==> config.mk <==
export PLATFORM = sky130hd
export DESIGN_NAME = prom_reader
export DESIGN_NICKNAME = d
export VERILOG_FILES = /design/src/rtl/prom_reader.sv
export SDC_FILE = /design/constraint.sdc
export NUM_CORES = 1
export LEC_CHECK = 0
export ABC_CLOCK_PERIOD_IN_PS = 5200
export CAP_MARGIN = 5
export CORE_AREA = 4 4 64 66
export CTS_BUF_LIST = sky130_fd_sc_hd__clkbuf_16
export DETAILED_ROUTE_END_ITERATION = 12
export DIE_AREA = 0 0 68 70
export HOLD_SLACK_MARGIN = 0.12
export PLACE_DENSITY = 0.85
export SKIP_LAST_GASP = 1
export SYNTH_ARGS = -nofsm -noshare
export SYNTH_HDL_FRONTEND = slang
export SYNTH_SLANG_ARGS = --single-unit
export TNS_END_PERCENT = 50
==> constraint.sdc <==
create_clock -name clk_i -period 5.2 [get_ports clk_i]
set_input_delay 0.52 -clock clk_i [delete_from_list [all_inputs] [get_ports clk_i]]
set_output_delay 0.52 -clock clk_i [all_outputs]
set_load 0.05 [all_outputs]
==> src/rtl/prom_reader.sv <==
// Sequential PROM burst reader: holds each address WAIT_CYCLES+1 clocks, captures the word and
// hands it out through a VALID/READY register. Optional running checksum under PROM_READER_CHECKSUM_EN.
//
// state    | meaning
// ---------+---------------------------------------------------------------
// S_IDLE   | waiting for START; PROM disabled, address holds
// S_ACCESS | PROM enabled, address stable, wait counter running down
// S_OUT    | captured word presented, waiting for READY
// S_FIN    | one-cycle completion, DONE asserted
module prom_reader #(
    parameter int ADDR_WIDTH  = 5,
    parameter int DATA_WIDTH  = 8,
    parameter int WAIT_CYCLES = 2
) (
    input  logic                  clk_i,
    input  logic                  rst_i,
    input  logic                  start_i,
    input  logic [ADDR_WIDTH-1:0] start_a_i,
    input  logic [ADDR_WIDTH:0]   count_i,
    output logic                  busy_o,
    output logic [DATA_WIDTH-1:0] dout_o,
    output logic [ADDR_WIDTH-1:0] dout_a_o,
    output logic                  valid_o,
    input  logic                  ready_i,
    output logic                  done_o,
    output logic                  prom_e_o,
    output logic [ADDR_WIDTH-1:0] prom_a_o,
    input  logic [DATA_WIDTH-1:0] prom_q_i
`ifdef PROM_READER_CHECKSUM_EN
    ,
    output logic [DATA_WIDTH-1:0] checksum_o
`endif
);

    typedef enum logic [1:0] {
        S_IDLE   = 2'd0,
        S_ACCESS = 2'd1,
        S_OUT    = 2'd2,
        S_FIN    = 2'd3
    } state_t;

    localparam logic [3:0]          WAIT_LOAD = 4'(WAIT_CYCLES);
    localparam logic [ADDR_WIDTH:0] REM_ONE   = (ADDR_WIDTH+1)'(1);

    state_t                  state_q;
    logic [ADDR_WIDTH-1:0]   addr_q;
    logic [ADDR_WIDTH-1:0]   addr_d;
    logic [ADDR_WIDTH:0]     rem_q;
    logic [ADDR_WIDTH:0]     rem_d;
    logic [3:0]              wait_q;
    logic                    busy_q;
    logic                    valid_q;
    logic                    done_q;
    logic                    prom_e_q;
    logic [DATA_WIDTH-1:0]   dout_q;
    logic [ADDR_WIDTH-1:0]   dout_a_q;
    logic                    handshake;

    // Address increment wraps naturally at the register width.
    assign addr_d    = addr_q + {{(ADDR_WIDTH-1){1'b0}}, 1'b1};
    assign rem_d     = rem_q - REM_ONE;
    assign handshake = valid_q & ready_i;

`ifdef PROM_READER_CHECKSUM_EN
    logic [DATA_WIDTH-1:0] csum_q;
    logic [DATA_WIDTH-1:0] csum_d;

    assign csum_d     = csum_q + dout_q;
    assign checksum_o = csum_q;
`endif

    always_ff @(posedge clk_i) begin
        if (rst_i) begin
            state_q  <= S_IDLE;
            addr_q   <= '0;
            rem_q    <= '0;
            wait_q   <= '0;
            busy_q   <= 1'b0;
            valid_q  <= 1'b0;
            done_q   <= 1'b0;
            prom_e_q <= 1'b1;
            dout_q   <= '0;
            dout_a_q <= '0;
`ifdef PROM_READER_CHECKSUM_EN
            csum_q   <= '0;
`endif
        end else begin
            case (state_q)
                S_IDLE: begin
                    done_q <= 1'b0;
                    if (start_i) begin
                        busy_q <= 1'b1;
`ifdef PROM_READER_CHECKSUM_EN
                        csum_q <= '0;
`endif
                        if (count_i != '0) begin
                            state_q  <= S_ACCESS;
                            addr_q   <= start_a_i;
                            rem_q    <= count_i;
                            wait_q   <= WAIT_LOAD;
                            prom_e_q <= 1'b0;
                        end else begin
                            // Empty transfer: straight to completion, PROM untouched.
                            state_q <= S_FIN;
                            done_q  <= 1'b1;
                        end
                    end
                end
                S_ACCESS: begin
                    if (wait_q == '0) begin
                        dout_q   <= prom_q_i;
                        dout_a_q <= addr_q;
                        valid_q  <= 1'b1;
                        prom_e_q <= 1'b1;
                        state_q  <= S_OUT;
                    end else begin
                        wait_q <= wait_q - 4'd1;
                    end
                end
                S_OUT: begin
                    if (handshake) begin
                        valid_q <= 1'b0;
                        rem_q   <= rem_d;
`ifdef PROM_READER_CHECKSUM_EN
                        csum_q  <= csum_d;
`endif
                        if (rem_q > REM_ONE) begin
                            addr_q   <= addr_d;
                            wait_q   <= WAIT_LOAD;
                            prom_e_q <= 1'b0;
                            state_q  <= S_ACCESS;
                        end else begin
                            done_q  <= 1'b1;
                            state_q <= S_FIN;
                        end
                    end
                end
                S_FIN: begin
                    done_q  <= 1'b0;
                    busy_q  <= 1'b0;
                    state_q <= S_IDLE;
                end
                default: begin
                    state_q <= S_IDLE;
                end
            endcase
        end
    end

    assign busy_o   = busy_q;
    assign valid_o  = valid_q;
    assign done_o   = done_q;
    assign dout_o   = dout_q;
    assign dout_a_o = dout_a_q;
    assign prom_e_o = prom_e_q;
    assign prom_a_o = addr_q;

endmodule

# Word level (Yosys, flattened, before mapping)
# Index checks and enable logic that the tools add are counted.
# Widths: inputs -> output; s select.
[op_classes]
n_reduce_logical = 17
magnitude_cmp = 1
addsub = 3
muxes = 36
n_bitwise = 1
eq_ne = 10
[ops]
columns = ["operator", "count"]
rows = [
  ["$mux 4", 5],
  ["$mux 5", 4],
  ["$mux 6", 3],
  ["$ne 2x2->1 const B", 7],
  ["$pmux 4 s3", 1],
  ["$pmux 6 s2", 1],
  ["$reduce_and 6->1", 2],
  ["$mux 1", 11],
  ["$mux 2", 5],
  ["$pmux 5 s2", 1],
  ["$reduce_and 3->1", 3],
  ["$pmux 2 s4", 1],
  ["$gt 6x1->1 const B", 1],
  ["$pmux 1 s3", 2],
  ["$reduce_bool 2->1", 3],
  ["$reduce_bool 3->1", 2],
  ["$reduce_bool 6->1", 1],
  ["$sub 6x1->6 const B", 1],
  ["$add 5x1->5 const B", 1],
  ["$reduce_and 5->1", 1],
  ["$eq 2x2->1 const B", 2],
  ["$logic_not 4->1", 1],
  ["$pmux 1 s2", 2],
  ["$reduce_and 2->1", 2],
  ["other kinds (5)", 5],
]
[totals]
out_inout_bits = 22
inputBits = 23
regBits = 34
wordCells = 78

# Depth between registers and ports, before layout
# Gate-level depths: netlist (run 1).
[depth]
ltp_word = 4
depth_mapped = 8

# Least setup slack after synthesis (run 1)
# Ideal clock, no wire load.
[synth_timing]
kind = "reg2reg"
start = "register valid_q (netlist: valid_o)"
end = "register addr_q[2] (netlist: prom_a_o[2])"
required_ps = 5084
path_slack_ps = 3308
arrival_ps = 1777
stages_incl_launch_ff = 6
setup_ps = 116
path_cell_list = "dfxtp_1 -> nand3_1 -> a21o_1 -> a211oi_4 -> o21ai_1 -> a31o_1"
[synth_between]
elab_chain_len = 3
[synth_lines]
columns = ["item", "line", "source"]
rows = [
  ["from (decl)", "52", "logic valid_q;"],
  ["from (signal assigned)", "79", "valid_q <= 1'b0;"],
  ["from (signal assigned)", "113", "valid_q <= 1'b1;"],
  ["from (signal assigned)", "122", "valid_q <= 1'b0;"],
  ["$and 1x1->1", "62", "assign handshake = valid_q & ready_i;"],
  ["$ne 2x2->1 (no source line)", "n/a", ""],
  ["$reduce_and 5->1 (no source line)", "n/a", ""],
  ["to (signal assigned)", "98", "addr_q <= start_a_i;"],
  ["to (signal assigned)", "128", "addr_q <= addr_d;"],
  ["to (decl)", "46", "logic [ADDR_WIDTH-1:0] addr_q;"],
]
# No other way between the ends.
# A chain may end at the register's enable or synchronous reset.

# Final worst setup path (run 1)
[layout_timing]
start = "register state_q[1]"
end = "register wait_q[3]"
[layout_between]
elab_chain_len = 3
[layout_lines]
columns = ["item", "line", "source"]
rows = [
  ["from (decl)", "45", "state_t state_q;"],
  ["from (signal assigned)", "74", "state_q <= S_IDLE;"],
  ["from (signal assigned)", "97", "state_q <= S_ACCESS;"],
  ["from (signal assigned)", "104", "state_q <= S_FIN;"],
  ["$eq 2x1->1, or another cell as far along", "88", "case (state_q)"],
  ["$ne 2x2->1 (no source line) or $reduce_bool 3->1 (tied branches)", "n/a", ""],
  ["$reduce_and 6->1 (no source line)", "n/a", ""],
  ["to (signal assigned)", "117", "wait_q <= wait_q - 4'd1;"],
  ["to (decl)", "50", "logic [3:0] wait_q;"],
]
# Parallel ways exist; a longest one is shown, timed or not.

==> results by group, run 1 <==
Run status
  • Status: completed

Worst setup path
  • Startpoint Class: flip-flop
  • Worst EP required: 5410 ps
  • Crit path max fanout: 20
  • Worst R2R Setup Slack: 2790 ps
  • Worst R2R Path Depth: 5
  • Critical path type: flip-flop to flip-flop
  • Crit end category: flip-flop
  • CP Data Arrival Time: 2620 ps

Cells and area
  • Number of fill cells: 316
  • Layout Cells excl Fill: 311
  • Layout area overhead: 34.2%
  • Share of layout cells above drive strength 1: 7.60%
  • Antenna diodes: 0
  • Nets: 289
  • Post-route cell area: 2400 µm²

Power and ir drop
  • Internal: 708 µW
  • Pwr Density: 446 nW/µm²
  • Total power draw: 1070 µW
  • Sw Ratio: 33.7%
  • P_sw: 361 µW
  • Flop pwr share: 32.3%
  • Worst VDD drop: 264 µV
  • Comb power frac: 32.4%
  • LEAKAGE: 0.000874 µW
  • Clk pwr share: 35.3%

Clocking
  • Clk Latency, worst-skew pair: 280 ps
  • Sink Count: 34
  • CTS tree: done
  • Reg clk slew, reported paths: 50 ps
  • Post CTS Setup Buffer Count: 0
  • Clk buf depth: 2
  • Root Buffer: clkbuf_16
  • Post-cts hold buffer count: 0
  • CTS Buf Count: 5
  • Cts repair resizes: 0
  • H-tree Lvls: 2

Routing
  • DRT iter0 DRCs: 129
  • Drt drc: 0
  • Top Layer Used: met4
  • Metal2 WL: 2050 µm
  • Routed WL: 4400 µm
  • Wl on met1: 1940 µm
  • Drt via density: 5.53
  • Antenna viol nets, final: 0
  • Wire per inst: 14.2 µm
  • Routed via count: 1720
  • Detailed Routing Iterations Pass 1: 4
  • Metal3 WL: 344 µm

Global route
  • Pin count of the biggest net entering global routing: 31
  • Total grt overflow: 0
  • First-pass GRT wire length: 7600 µm
  • Vias in the first global route: 1684
  • Initial antenna violation count: 0
  • GRT Util Overall: 20.4%

Place
  • DP Cell Count: 303
  • GP Congestion: 0.862
  • DP Wirelength: 2990 µm
  • Port bufs: 44
  • Dpl cell area: 2210 µm²

Die
  • Starting Density: 49.9%
  • DIE HEIGHT: 70 µm
  • Die Area: 4760 µm²
  • Core area: 3580 µm²
  • I/O pins: 45
  • DIE WIDTH: 68 µm
  • Rows: 22

Timing
  • Max Freq: 414 MHz
  • # setup viols final: 0
  • Clock skew: 3.41 ps
  • Min Clock Period, post-route: 2410 ps
  • Sum Neg Setup Slack: 0 ps
  • RSZ-0062 raised after global routing: no
  • Max_slew headroom: 49.1%
  • Worst Tran Pin Value: 763 ps
  • Tcrit/Tclk final: 46.4%
  • Final hold slack: 454 ps
  • Final Slew Violations: 0
  • Final hold vios: 0

Yosys
  • Post-Syn Area: 1790 µm²
  • Most frequent cell after synthesis: nand2_1
  • Yosys warnings: 0
  • Post-Syn Area per Cell: 8.05 µm²
  • Post-synth ARST share: 0%
  • Most common library cells after synthesis: 51 x nand2_1, 34 x dfxtp_1, 31 x a21oi_1
  • Syn Inst Count: 222
  • Yosys top cell by area: dfxtp_1
  • Area share of the largest cell type after synthesis: 38.1%
  • #FFs+latches synth: 34
  • Synth Net Count: 249
  • EDFF count, synth: 0
  • Top post-synthesis cells by area: dfxtp_1 38%, nand2_1 11%, a21oi_1 8.7%
  • Post-synthesis sequential area ratio: 38.1%
  • Post-synth top flop: dfxtp_1
  • Post-synth cell types: 47

Worst hold path
  • Worst Hold Depth: 2
  • Hold crit path type: flip-flop to flip-flop

Run
  • Max-capacitance violation count: 0
cell type report:
type / instances / area [µm²] / share of cell area [%]
flip-flops and latches: 34 / 681 / 28.4
clock buffers: 5 / 125 / 5.22
clock inverters: 3 / 63.8 / 2.66
inverters: 6 / 22.5 / 0.939
multi-input cells: 170 / 997 / 41.6
repair buffers: 45 / 448 / 18.7
well taps: 48 / 60.1 / 2.51
power groups by stage:
stage	Clock [µW]	Sequential (µW)	Combinational (µW)
6_report	377	345	346
5_1_grt	392	352	378
4_1_cts	380	345	346
3_5_place_dp	0	348	340
3_3_place_gp	0	348	336
2_1_floorplan	0	401	203
state kept, by name, summed over array words and instances (netlist names):
signal,cells
prom_a_o,5
prom_e_o,1
rem_q,6
dout_o,8
busy_o,1
state_q,2
valid_o,1
wait_q,4
dout_a_o,5
done_o,1
placed cells by master (no fill, tap or decap), types with 2 or more instances in the layout:
master	count
a21oi_1	31
a31o_1	2
and2_1	2
bufinv_16	2
clkbuf_16	5
clkdlybuf4s50_1	44
dfxtp_1	34
ha_1	4
inv_1	6
nand2_1	51
nand2b_1	3
nand3_1	4
nor2_1	17
nor2b_1	4
nor3_1	3
nor3b_1	3
o21ai_0	7
o21ai_1	4
o31ai_1	2
o32ai_1	2
or3_1	4
or4_4	2
per-stage QoR:
| step | utilization, % | setup slack (ps) |
|---|---|---|
| final | 67.0 | 2790 |
| after global routing | 67.0 | 2560 |
| after CTS | 67.0 | 2830 |
| after detailed placement | 61.7 | 2800 |
| after global placement | 61.7 | 2850 |
| after floorplan | - | 3310 |
worst paths after layout:
| path | from | endpoint |
|---|---|---|
| worst max-delay path | state_q[1]$_SDFFE_PP0P_ | wait_q[3]$_SDFFE_PP0P_ |
| worst min register to register | dout_o[6]$_SDFFE_PP0P_ | dout_o[6]$_SDFFE_PP0P_ |
| worst min-delay path | dout_o[6]$_SDFFE_PP0P_ | dout_o[6]$_SDFFE_PP0P_ |
| worst max register to register | state_q[1]$_SDFFE_PP0P_ | wait_q[3]$_SDFFE_PP0P_ |
logic make-up after synthesis:
group / synth area share (%)
compound gates: 23.3
mux: 0.560
simple gates: 28.7
fa+ha+maj: 2.80
flops: 38.1
xor+xnor: 0.490
buf+inv: 6.09
critical path: stages (launching register included):
cell,delay (ps)
dfxtp_1,810
nor2b_1,650
nand2_1,140
o32a_4,270
or3_1,320
a21oi_1,150
metal layers:
layer | global-route usage, % | vias up
met1 | 27.0 | 788
met5 | 0 | -
met3 | 5.79 | 10
li1 | - | 853
met2 | 30.9 | 69
met4 | 7.51 | 0
Power figures use the tool's default switching activity.
==> inputs of run 2 (changes only) <==
- ABC_CLOCK_PERIOD_IN_PS: 5200 -> 2400
- CORE_AREA: 4 4 64 66 -> 4 4 66 68
- DIE_AREA: 0 0 68 70 -> 0 0 70 72
- PLACE_DENSITY: 0.85 -> 0.8
- clock period: 5.2 -> 2.4 ns (I/O delays scaled with it)
==> run 2 against run 1 <==
Combinational power rose by 120%. Cell count rose by 1.9%. Fmax rose by 20%. Register-to-register slack got worse by 2400 ps. Largest cell class unchanged. Routed wire length fell by 1.9%. Critical path type unchanged. Worst setup slack got worse by 2400 ps. Clock-buffer cell count did not move. Worst hold slack got worse by 1.1 ps. Sequential power rose by 110%. Power rose by 97%.
==> results by group, run 2 (synthesized netlist as in run 1, its figures left out) <==
Worst setup path
  • Critical path type: flip-flop to flip-flop
  • Worst EP required: 2600 ps
  • Crit path max fanout: 11
  • CP Data Arrival Time: 2220 ps
  • Crit end category: flip-flop
  • Worst R2R Setup Slack: 380 ps
  • Startpoint Class: flip-flop

Clocking
  • Post CTS Setup Buffer Count: 0
  • Sink Count: 34
  • Cts repair resizes: 0
  • Reg clk slew, reported paths: 50 ps
  • CTS Buf Count: 5
  • CTS tree: done
  • Clk Latency, worst-skew pair: 280 ps
  • Post-cts hold buffer count: 0
  • Root Buffer: clkbuf_16
  • Clk buf depth: 2
  • H-tree Lvls: 2

Cells and area
  • Register area: 681 µm²
  • Area of the multi-input gates: 997 µm²
  • Layout area overhead: 33.4%
  • Most frequent cells in the layout: 51 x nand2_1, 44 x clkdlybuf4s50_1, 34 x dfxtp_1
  • Max reg flops: 8
  • Number of fill cells: 365
  • Nets: 294
  • Antenna diodes: 0
  • Share of layout cells above drive strength 1: 9.36%
  • Commonest non-fill, non-tap cell in the layout: nand2_1

Timing
  • Final Slew Violations: 0
  • Worst Tran Pin Value: 566 ps
  • Max Freq: 496 MHz
  • Min Clock Period, post-route: 2020 ps
  • Max_slew headroom: 62.2%
  • # setup viols final: 0
  • Sum Neg Setup Slack: 0 ps
  • Final hold vios: 0
  • Final hold slack: 453 ps
  • RSZ-0062 raised after global routing: no
  • Tcrit/Tclk final: 84.0%
  • Clock skew: 3.54 ps

Place
  • Port bufs: 44
  • GP Congestion: 0.944
  • DP Wirelength: 3130 µm

Global route
  • Pin count of the biggest net entering global routing: 19
  • Initial antenna violation count: 0
  • Vias in the first global route: 1548
  • GRT Util Overall: 18.3%
  • First-pass GRT wire length: 7340 µm
  • Total grt overflow: 0

Worst hold path
  • Hold crit path type: flip-flop to flip-flop

Routing
  • Routed WL: 4320 µm
  • Drt drc: 0
  • Wire per inst: 13.6 µm
  • DRT iter0 DRCs: 70
  • Detailed Routing Iterations Pass 1: 4
  • Routed via count: 1649
  • Antenna viol nets, final: 0
  • Drt via density: 5.20

Power and ir drop
  • Worst VDD drop: 523 µV
  • LEAKAGE: 0.000878 µW
  • Total power draw: 2110 µW
  • Pwr Density: 885 nW/µm²

Die
  • Core area: 3860 µm²
  • Rows: 23
  • Die Area: 5040 µm²
  • DIE HEIGHT: 72 µm
  • Starting Density: 46.3%
  • DIE WIDTH: 70 µm
  • I/O pins: 45

Run
  • Max-capacitance violation count: 0

Run status
  • Status: completed
run 2: changes by cell type in the layout (fill, tap and decap cells not counted):
cell / before / now
clkinv_2: 0 / 2
buf_4: 1 / 6
bufinv_16: 2 / 0
clkinv_1: 1 / 0
run 2: per-layer routing:
metal	track usage, %	part of all wire (%)	wire length [µm]	vias to the layer above
li1	-	-	-	862
met1	23.1	47	2020	740
met2	29.9	46	2010	39
met3	4.99	4.7	205	8
met4	7.23	2.1	91	0
met5	0	0	0	-
run 2: worst paths after layout:
kind                             from                  endpoint  cells after the start
min reg2reg  dout_a_o[3]$_SDFFE_PP0P_  dout_a_o[3]$_SDFFE_PP0P_                      2
max reg2reg   state_q[1]$_SDFFE_PP0P_    wait_q[3]$_SDFFE_PP0P_                      6
min          dout_a_o[3]$_SDFFE_PP0P_  dout_a_o[3]$_SDFFE_PP0P_                      2
max           state_q[1]$_SDFFE_PP0P_    wait_q[3]$_SDFFE_PP0P_                      6
run 2: area by class of cell:
class | count | share of cell area [%]
Clock buffer | 5 | 5.25
Clock inverter | 2 | 0.420
Inverter | 6 | 0.945
Multi-Input combinational cell | 170 | 41.8
Sequential cell | 34 | 28.6
Tap cell | 50 | 2.62
Timing Repair Buffer | 50 | 20.4
run 2: critical path, stage by stage, from the launching register on:
cell and delay (ps):
dfxtp_1 500, buf_4 260, and3_1 220, o32ai_1 120, o32a_4 360, or3_1 320, a21oi_1 170
run 2: report_power, final:
group          switching, µW  internal, µW  total (µW)
logic                    470           308         778
registers               79.2           649         728
clock network            230           374         604
run 2: metrics by stage:
stage          area, µm²  instances  setup slack [ps]  utilization (%)
6_report            2380        317               385             61.8
5_1_grt             2380        317               282             61.8
4_1_cts             2380        317               374             61.8
3_5_place_dp        2250        310               293             58.3
3_3_place_gp        2250        310               329             58.3
2_1_floorplan       1790        222               508                -
